$ cat src/rtl/hog_cell_histogram.sv
// hog_cell_histogram: bins gradient vectors by unsigned orientation and accumulates magnitude per cell.
// Completed cells are streamed out while the next cell accumulates.
module hog_cell_histogram #(
  parameter int NUM_BINS = 4,
  parameter int CELL_SIZE = 64,
  parameter int ACC_W = 24
) (
  input  logic                      clk_in,
  input  logic                      rst_in,
  input  logic                      direction_valid_in,
  input  logic [31:0]               direction,
  input  logic [15:0]               magnitude,
  output logic                      aggregator_ready,
  output logic [NUM_BINS*ACC_W-1:0] mag_bins,
  output logic                      m_axis_tvalid,
  input  logic                      m_axis_tready,
  output logic [15:0]               cell_count
);
  localparam int BW = $clog2(NUM_BINS);
  localparam int NT = NUM_BINS / 2;
  if (NUM_BINS != 4 && NUM_BINS != 8) begin : g_bad_bins
    $error("NUM_BINS must be 4 or 8");
  end
  function automatic int thr(input int j);
    return NUM_BINS == 4 ? (j == 0 ? 106 : 618)
                         : (j == 0 ? 51 : j == 1 ? 171 : j == 2 ? 383 : 1287);
  endfunction
  function automatic logic [15:0] neg_sat(input logic [15:0] v);
    return v == 16'h8000 ? 16'h7FFF : -v;
  endfunction
  logic                      ready_q, s1_v_q, s1_last_q, s1_s_q, s2_v_q, s2_last_q, done_q, tvalid_q;
  logic [15:0]               cnt_q, cells_q, s1_a_q, s1_b_q, s1_m_q, s2_m_q;
  logic [BW-1:0]             s2_bin_q;
  logic [NUM_BINS*ACC_W-1:0] acc_q, bins_q;
  logic                      flip, hs, last, xfer;
  logic [15:0]               fx, fy, a_d;
  logic [2:0]                k;
  logic [BW-1:0]             bin_d;
  logic [ACC_W:0]            sum;
  logic [ACC_W-1:0]          acc_add;
  // Fold into the upper half-plane so the angle is in 0..180 degrees.
  always_comb begin
    flip = direction[15] || (direction[15:0] == '0 && direction[31]);
    fx = flip ? neg_sat(direction[31:16]) : direction[31:16];
    fy = flip ? neg_sat(direction[15:0]) : direction[15:0];
    a_d = fx[15] ? -fx : fx;
  end
  always_comb begin
    k = '0;
    for (int j = 0; j < NT; j++)
      if ({4'd0, s1_b_q, 8'd0} >= 28'(thr(j)) * 28'(s1_a_q)) k = k + 3'd1;
    bin_d = (s1_a_q == '0 && s1_b_q == '0) ? '0 : s1_s_q ? BW'(NUM_BINS - int'(k)) : BW'(k);
  end
  always_comb begin
    hs = direction_valid_in && ready_q;
    last = hs && cnt_q == 16'(CELL_SIZE - 1);
    xfer = done_q && (!tvalid_q || m_axis_tready);
    sum = {1'b0, acc_q[s2_bin_q*ACC_W +: ACC_W]} + (ACC_W+1)'(s2_m_q);
    acc_add = sum[ACC_W] ? '1 : sum[ACC_W-1:0];
  end
  always_ff @(posedge clk_in) begin
    if (rst_in) begin
      ready_q <= 1'b1;
      s1_v_q <= 1'b0;
      s1_last_q <= 1'b0;
      s1_s_q <= 1'b0;
      s1_a_q <= '0;
      s1_b_q <= '0;
      s1_m_q <= '0;
      s2_v_q <= 1'b0;
      s2_last_q <= 1'b0;
      s2_bin_q <= '0;
      s2_m_q <= '0;
      cnt_q <= '0;
      done_q <= 1'b0;
      tvalid_q <= 1'b0;
      bins_q <= '0;
      cells_q <= '0;
      acc_q <= '0;
    end else begin
      s1_v_q <= hs;
      if (hs) begin
        s1_last_q <= last;
        s1_s_q <= fx[15];
        s1_a_q <= a_d;
        s1_b_q <= fy;
        s1_m_q <= magnitude;
        cnt_q <= last ? '0 : cnt_q + 16'd1;
      end
      s2_v_q <= s1_v_q;
      s2_last_q <= s1_v_q && s1_last_q;
      s2_bin_q <= bin_d;
      s2_m_q <= s1_m_q;
      ready_q <= xfer ? 1'b1 : last ? 1'b0 : ready_q;
      done_q <= xfer ? 1'b0 : (s2_v_q && s2_last_q) ? 1'b1 : done_q;
      tvalid_q <= xfer ? 1'b1 : m_axis_tready ? 1'b0 : tvalid_q;
      if (xfer) begin
        bins_q <= acc_q;
        cells_q <= cells_q + 16'd1;
        acc_q <= '0;
      end else if (s2_v_q) begin
        acc_q[s2_bin_q*ACC_W +: ACC_W] <= acc_add;
      end
    end
  end
  assign aggregator_ready = ready_q;
  assign mag_bins = bins_q;
  assign m_axis_tvalid = tvalid_q;
  assign cell_count = cells_q;
endmodule

$ cat config.mk
export PLATFORM = sky130hd
export DESIGN_NAME = hog_cell_histogram
export DESIGN_NICKNAME = d
export VERILOG_FILES = /design/src/rtl/hog_cell_histogram.sv
export SDC_FILE = /design/constraint.sdc
export NUM_CORES = 1
export LEC_CHECK = 0
export BUFFER_PORTS_ARGS = -buffer_cell sky130_fd_sc_hd__buf_2
export CORE_MARGIN = 2
export CORE_UTILIZATION = 40
export CTS_CLUSTER_DIAMETER = 200
export CTS_CLUSTER_SIZE = 24
export DETAILED_ROUTE_END_ITERATION = 6
export SLEW_MARGIN = 20
export SYNTH_ARGS = -nofsm -noshare
export SYNTH_HDL_FRONTEND = slang
export SYNTH_SLANG_ARGS = --single-unit
$ cat constraint.sdc
create_clock -name clk_in -period 5.85 [get_ports clk_in]
set_clock_uncertainty 0.15 [all_clocks]
set_input_delay 0.8775 -clock clk_in [delete_from_list [all_inputs] [get_ports clk_in]]
set_output_delay 0.8775 -clock clk_in [all_outputs]
set_load 0.01 [all_outputs]
Word level (Yosys, flattened, before mapping)
Index checks and enable logic that the tools add are counted.

Add/sub/neg operators: 9. Multiply operators: 3. Magnitude comparators: 2. Eq/ne operators: 3. Shift operators: 3. Multiplexer cells: 13. Reduce and logical (&&, ||, !) cells: 16.

Operators with widths (number): 96-bit bitwise mux (1); 16-bit 2-to-1 mux (6); 24-bit by 34-bit variable shift with 96-bit output, first input constant (1); 24-bit by 34-bit variable part select with 96-bit output (1); 96-bit by 8-bit variable part select with 24-bit output (1); 16-bit zero test (3); 16-bit negation (3); 7-bit negation with 34-bit output (1); 16-bit by 1-bit adder with 16-bit output, second input constant (2); 16-bit equality test, second input constant (2); 24-bit by 26-bit greater-or-equal comparator with 1-bit output (1); 24-bit by 16-bit adder with 25-bit output (1); 9-bit by 16-bit multiplier with 25-bit output, first input constant (1); 24-bit by 23-bit greater-or-equal comparator with 1-bit output (1); 24-bit 2-to-1 mux (1); 6-bit by 16-bit multiplier with 22-bit output, first input constant (1); 16-bit by 6-bit equality test with 1-bit output, second input constant (1); 1-bit logical AND (7); 2-bit by 2-bit multiplier with 4-bit output, second input constant (1); 2-bit 2-to-1 mux (2); 2-bit OR reduction (2); 1-bit 2-to-1 mux (3); 1-bit by 1-bit adder with 2-bit output, second input constant (1); 1-bit logical OR (2); other kinds (3) (3).

Bits in registers: 298. Bits of input ports: 52. Output and inout bits: 114. Word-level logic and storage cells: 66.

Depth between registers and ports, before layout
Depth after elaboration: 7. Gate-level depth with buffers: 32. Gate-level depth less buffers: 32.

Worst setup path after synthesis
No wires, ideal clock.

Path type: flip-flop to flip-flop. Start: reg s1_a_q[9]. End: reg s2_bin_q[1]. Setup time: 0.115 ns. Arrival time: 6.058 ns. Required time: 5.585 ns. Setup slack: -0.473 ns. Cell stages (with the launch flop): 32. Buffers on the path: 0. Period minus slack after synthesis: 6.323 ns. Path through: dfxtp_1 > ha_1 > inv_1 > fa_1 > inv_1 > fa_1 > inv_1 > fa_1 > inv_1 > ha_1 > or3_1 > o21a_1 > and3_1 > nor2_1 > a21oi_1 > a31o_2 > o211ai_1 > xor2_1 > ha_1 > and4_1 > a31oi_1 > o21ai_0 > a221oi_1 > o21ai_0 > a21oi_1 > o21ai_0 > and2_0 > o311a_1 > ha_1 > inv_1 > mux2i_1 > and2_1.

Cells in the longest elaborated chain, start to end: 7. Elaborated cells on any way between the ends: 12. Classes of those cells: 2 x add/sub; 2 x mul; 2 x order compare; 3 x mux; 3 x reduce/logical.

Ends and longest elaborated chain: start, declared (RTL line 32) `logic [15:0] cnt_q, cells_q, s1_a_q, s1_b_q, s1_m_q, s2_m_q;`; start signal, assigned (RTL line 67) `s1_a_q <= '0;`; start signal, assigned (RTL line 85) `s1_a_q <= a_d;`; 6-bit by 16-bit multiplier with 22-bit output (RTL line 51) `if ({4'd0, s1_b_q, 8'd0} >= 28'(thr(j)) * 28'(s1_a_q)) k = k + 3'd1;`; 24-bit by 23-bit greater-or-equal comparator with 1-bit output (RTL line 51); 1-bit 2-to-1 mux (RTL line 51); 1-bit by 1-bit adder with 2-bit output (RTL line 51); 2-bit 2-to-1 mux (RTL line 51); 1-bit by 2-bit subtractor with 2-bit output (RTL line 52) `bin_d = (s1_a_q == '0 && s1_b_q == '0) ? '0 : s1_s_q ? BW'(NUM_BINS - int'(k)) : BW'(k);`; 2-bit 2-to-1 mux (RTL line 52); end signal, assigned (RTL line 92) `s2_bin_q <= bin_d;`; end, declared (RTL line 33) `logic [BW-1:0] s2_bin_q;`.

Parallel ways exist; a longest one is shown, timed or not. A chain may end at the register's enable or synchronous reset.

Final worst setup path
Ends and elaborated chain as after synthesis.

==> metrics <==
routed wire length per instance=19.79 um; layout cell share with drive strength beyond 1=17.09%; core area=47550 um^2; Worst setup EP type=flip-flop; Routed WL=61400 um; CP Max Fanout=4; ys async rst share=0%; vias in the first global route=16.62k; Post-Synth Simple-Gate Area=17.85%; sequential-to-total area share from yosys stat=31.10%; fmax=0.1580 GHz; Die Outline Area=49730 um^2; status=finished, violations left; CP Launch Type=flip-flop; Inserted Clock Buffers=16; Synth Area in Compound Gates=19.38%; Mapped Area=19180 um^2; CTS tree=yes; number of vias per cell=5.567; fill count=4669; P_leak=9.543 nW; gpl congestion=0.9787; DRT Pass-1 Iters=6; failing checks=negative setup slack; GR Overflow Total=0; max-slew violation count=0; reg2reg start=s1_a_q[9]; hold depth=2; Final Hold Fails=0; final setup fails=2; Fin Setup TNS=-0.9116 ns; CP Data Required Time=6.16 ns; clock latency on the worst-skew pair=0.54 ns; largest family of logic cells by synthesized area=compound AO/OA/AOI/OAI gates; mux cell area share after synthesis=3.535%; detailed-route via count=17.27k; final setup margin=-0.4808 ns; nets@finish=2772; commonest non-fill, non-tap cell in the layout=nand2_1; die span in y=223.0 um; max_slew headroom=23.92%; Worst Hold Launch=mag_bins[31]; worst min path class=flip-flop to flip-flop; I/O pin total=166; synthesized flop and latch total=298; R2R cell count=31; Post-synth EDFFs=0; port bufs=165; cell area power density=254.2 nW/um^2; placed instance count=3079; CTS max path bufs=3; largest net degree at the start of global routing=98; initial antenna violation count=1; first-pass GRT wire length=94610 um; Starting Density=40.35%; most frequent cells in the layout=326 x nand2_1, 288 x dfxtp_1, 206 x a21oi_1, 186 x inv_1, 171 x nor2_1; Unique masters post-synth=92; critical path class=flip-flop to flip-flop; max-cap violations=0; Starting DRT DRC Count=1350; Layout Area Growth over Synthesis=14.89%; Post-Synth Adder-Cell Area=17.77%; Die Wd=223.0 um; clock sinks=298; Tot Pwr=5.602 mW; Cells after Synth=2275; fin crit share=108.2%; crit-path max cell delay=0.49 ns; RSZ-0062 raised after global routing=true; Post-Syn Nets=2561; peak supply drop=162.2 uV; Synth Warn #=0; CP max-delay cell=fa_1; non-filler cells, final=3103; Worst-path clk slew=0.12 ns; DRC=0; post-layout min period=6.331 ns; Post-Synth XOR/XNOR Area=4.292%; detailed placement HPWL=47790 um; H-tree depth=1; Avg Cell Area, Syn=8.432 um^2; Final ANT Viol Nets=0; Critical Path AT=6.64 ns; Top FF cell, synth=dfxtp_1; Worst-Margin Slew=1.141 ns; Setup crit start=s1_a_q[9]; gr usage total=24.11%; CTS Root Cell=clkbuf_16; Rows=80
[where the power goes]
part	switching, mW	leakage, nW	internal [mW]
Combinational	1.27	6.90	0.949
Sequential	0.0729	2.42	2.07
Clock	0.705	0.218	0.532
Total	2.05	9.54	3.56
[path summary, 6_finish.rpt]
check | slack, ns | endpoint
setup / recovery | -0.48 | s2_bin_q[1]
setup reg to reg | -0.48 | s2_bin_q[1]
hold reg to reg | 0.30 | mag_bins[31]
hold / removal | 0.30 | mag_bins[31]
[cell usage after synthesis, types with 17 or more instances]
library cell	n	area, um^2
nand2_1	327	1227
nor3_1	25	125.1
ha_1	170	2127
nor4_1	17	106.4
o22a_1	19	166.4
nor2b_1	24	150.1
clkbuf_1	88	330.3
nand2b_1	22	137.6
or3_1	18	112.6
fa_1	64	1281
a22oi_1	24	180.2
xnor2_1	34	297.8
a22o_1	17	148.9
inv_1	189	709.4
nand3_1	38	190.2
a21oi_1	209	1046
a211oi_1	29	217.7
and3_1	17	106.4
o21ai_0	97	485.5
dfxtp_1	298	5966
nor2_1	173	649.4
xor2_1	60	525.5
mux4_2	25	563.0
[what timing repair did]
item | CTS | global route
pin swaps | 18 | 12
setup endpoints to repair | 2 | 2
setup buffers | 1 | 3
resized for setup | 16 | 7
hold buffers | 0 | 0
cloned | 0 | 0
[metal layers]
metal / share of wire [%] / GRT usage (%) / vias up
met5: 0 / 0 / -
met4: 4.1 / 10.24 / 0
met3: 7.8 / 4.425 / 120
met2: 43 / 37.06 / 613
met1: 45 / 33.21 / 8184
li1: - / - / 8357
[area by class of cell]
cell class                 instances  area [um^2]  share of cell area, %
antenna                            1        2.502                0.01135
sequential                       298         5996                  27.20
inverter                         190        713.2                  3.236
timing repair buffer             307         1898                  8.612
clock buffer                      18        429.2                  1.947
clock inverter                     1        16.27                0.07380
multi-input combinational       1673        12220                  55.42
tap                              615        769.5                  3.491
[logic make-up (layout without fill, tap and decap cells)]
logic type,Yosys count,in the layout
simple gates,737,737
compound gates,572,572
buf+inv,304,516
flops,298,298
fa+ha+maj,234,234
xor+xnor,94,94
mux,36,36
other cells,0,1
[metrics by stage]
stage | cell area [um^2] | utilization [%] | worst slack, ns | hold WS [ns]
floorplan | 19260 | - | -0.1550 | 0.2782
global placement | 21460 | 45.13 | -0.4564 | 0.2901
detailed placement | 21460 | 45.13 | -0.6062 | 0.2937
CTS | 21980 | 46.23 | -0.5141 | 0.3065
global route | 22040 | 46.35 | -0.7179 | 0.3270
finish | 22040 | 46.36 | -0.4808 | 0.3038
[flip-flops by register name, indices dropped and copies added, names as in the netlist]
register	cells
s1_m_q	16
cnt_q	16
done_q	1
s1_s_q	1
s1_v_q	1
s2_bin_q	2
aggregator_ready	1
acc_q	96
s1_last_q	1
m_axis_tvalid	1
s2_last_q	1
cell_count	16
mag_bins	96
s2_v_q	1
s2_m_q	16
s1_b_q	16
s1_a_q	16
[critical path: cells and delay by family (launching register included)]
kind | cells | cell delay [ns]
mux | 1 | 0.05
simple gates | 6 | 1.13
fa+ha+maj | 7 | 2.31
buf+inv | 5 | 0.21
flops | 1 | 0.40
xor+xnor | 1 | 0.20
compound gates | 11 | 1.76
No activity file was read; power rests on OpenSTA's default activity.
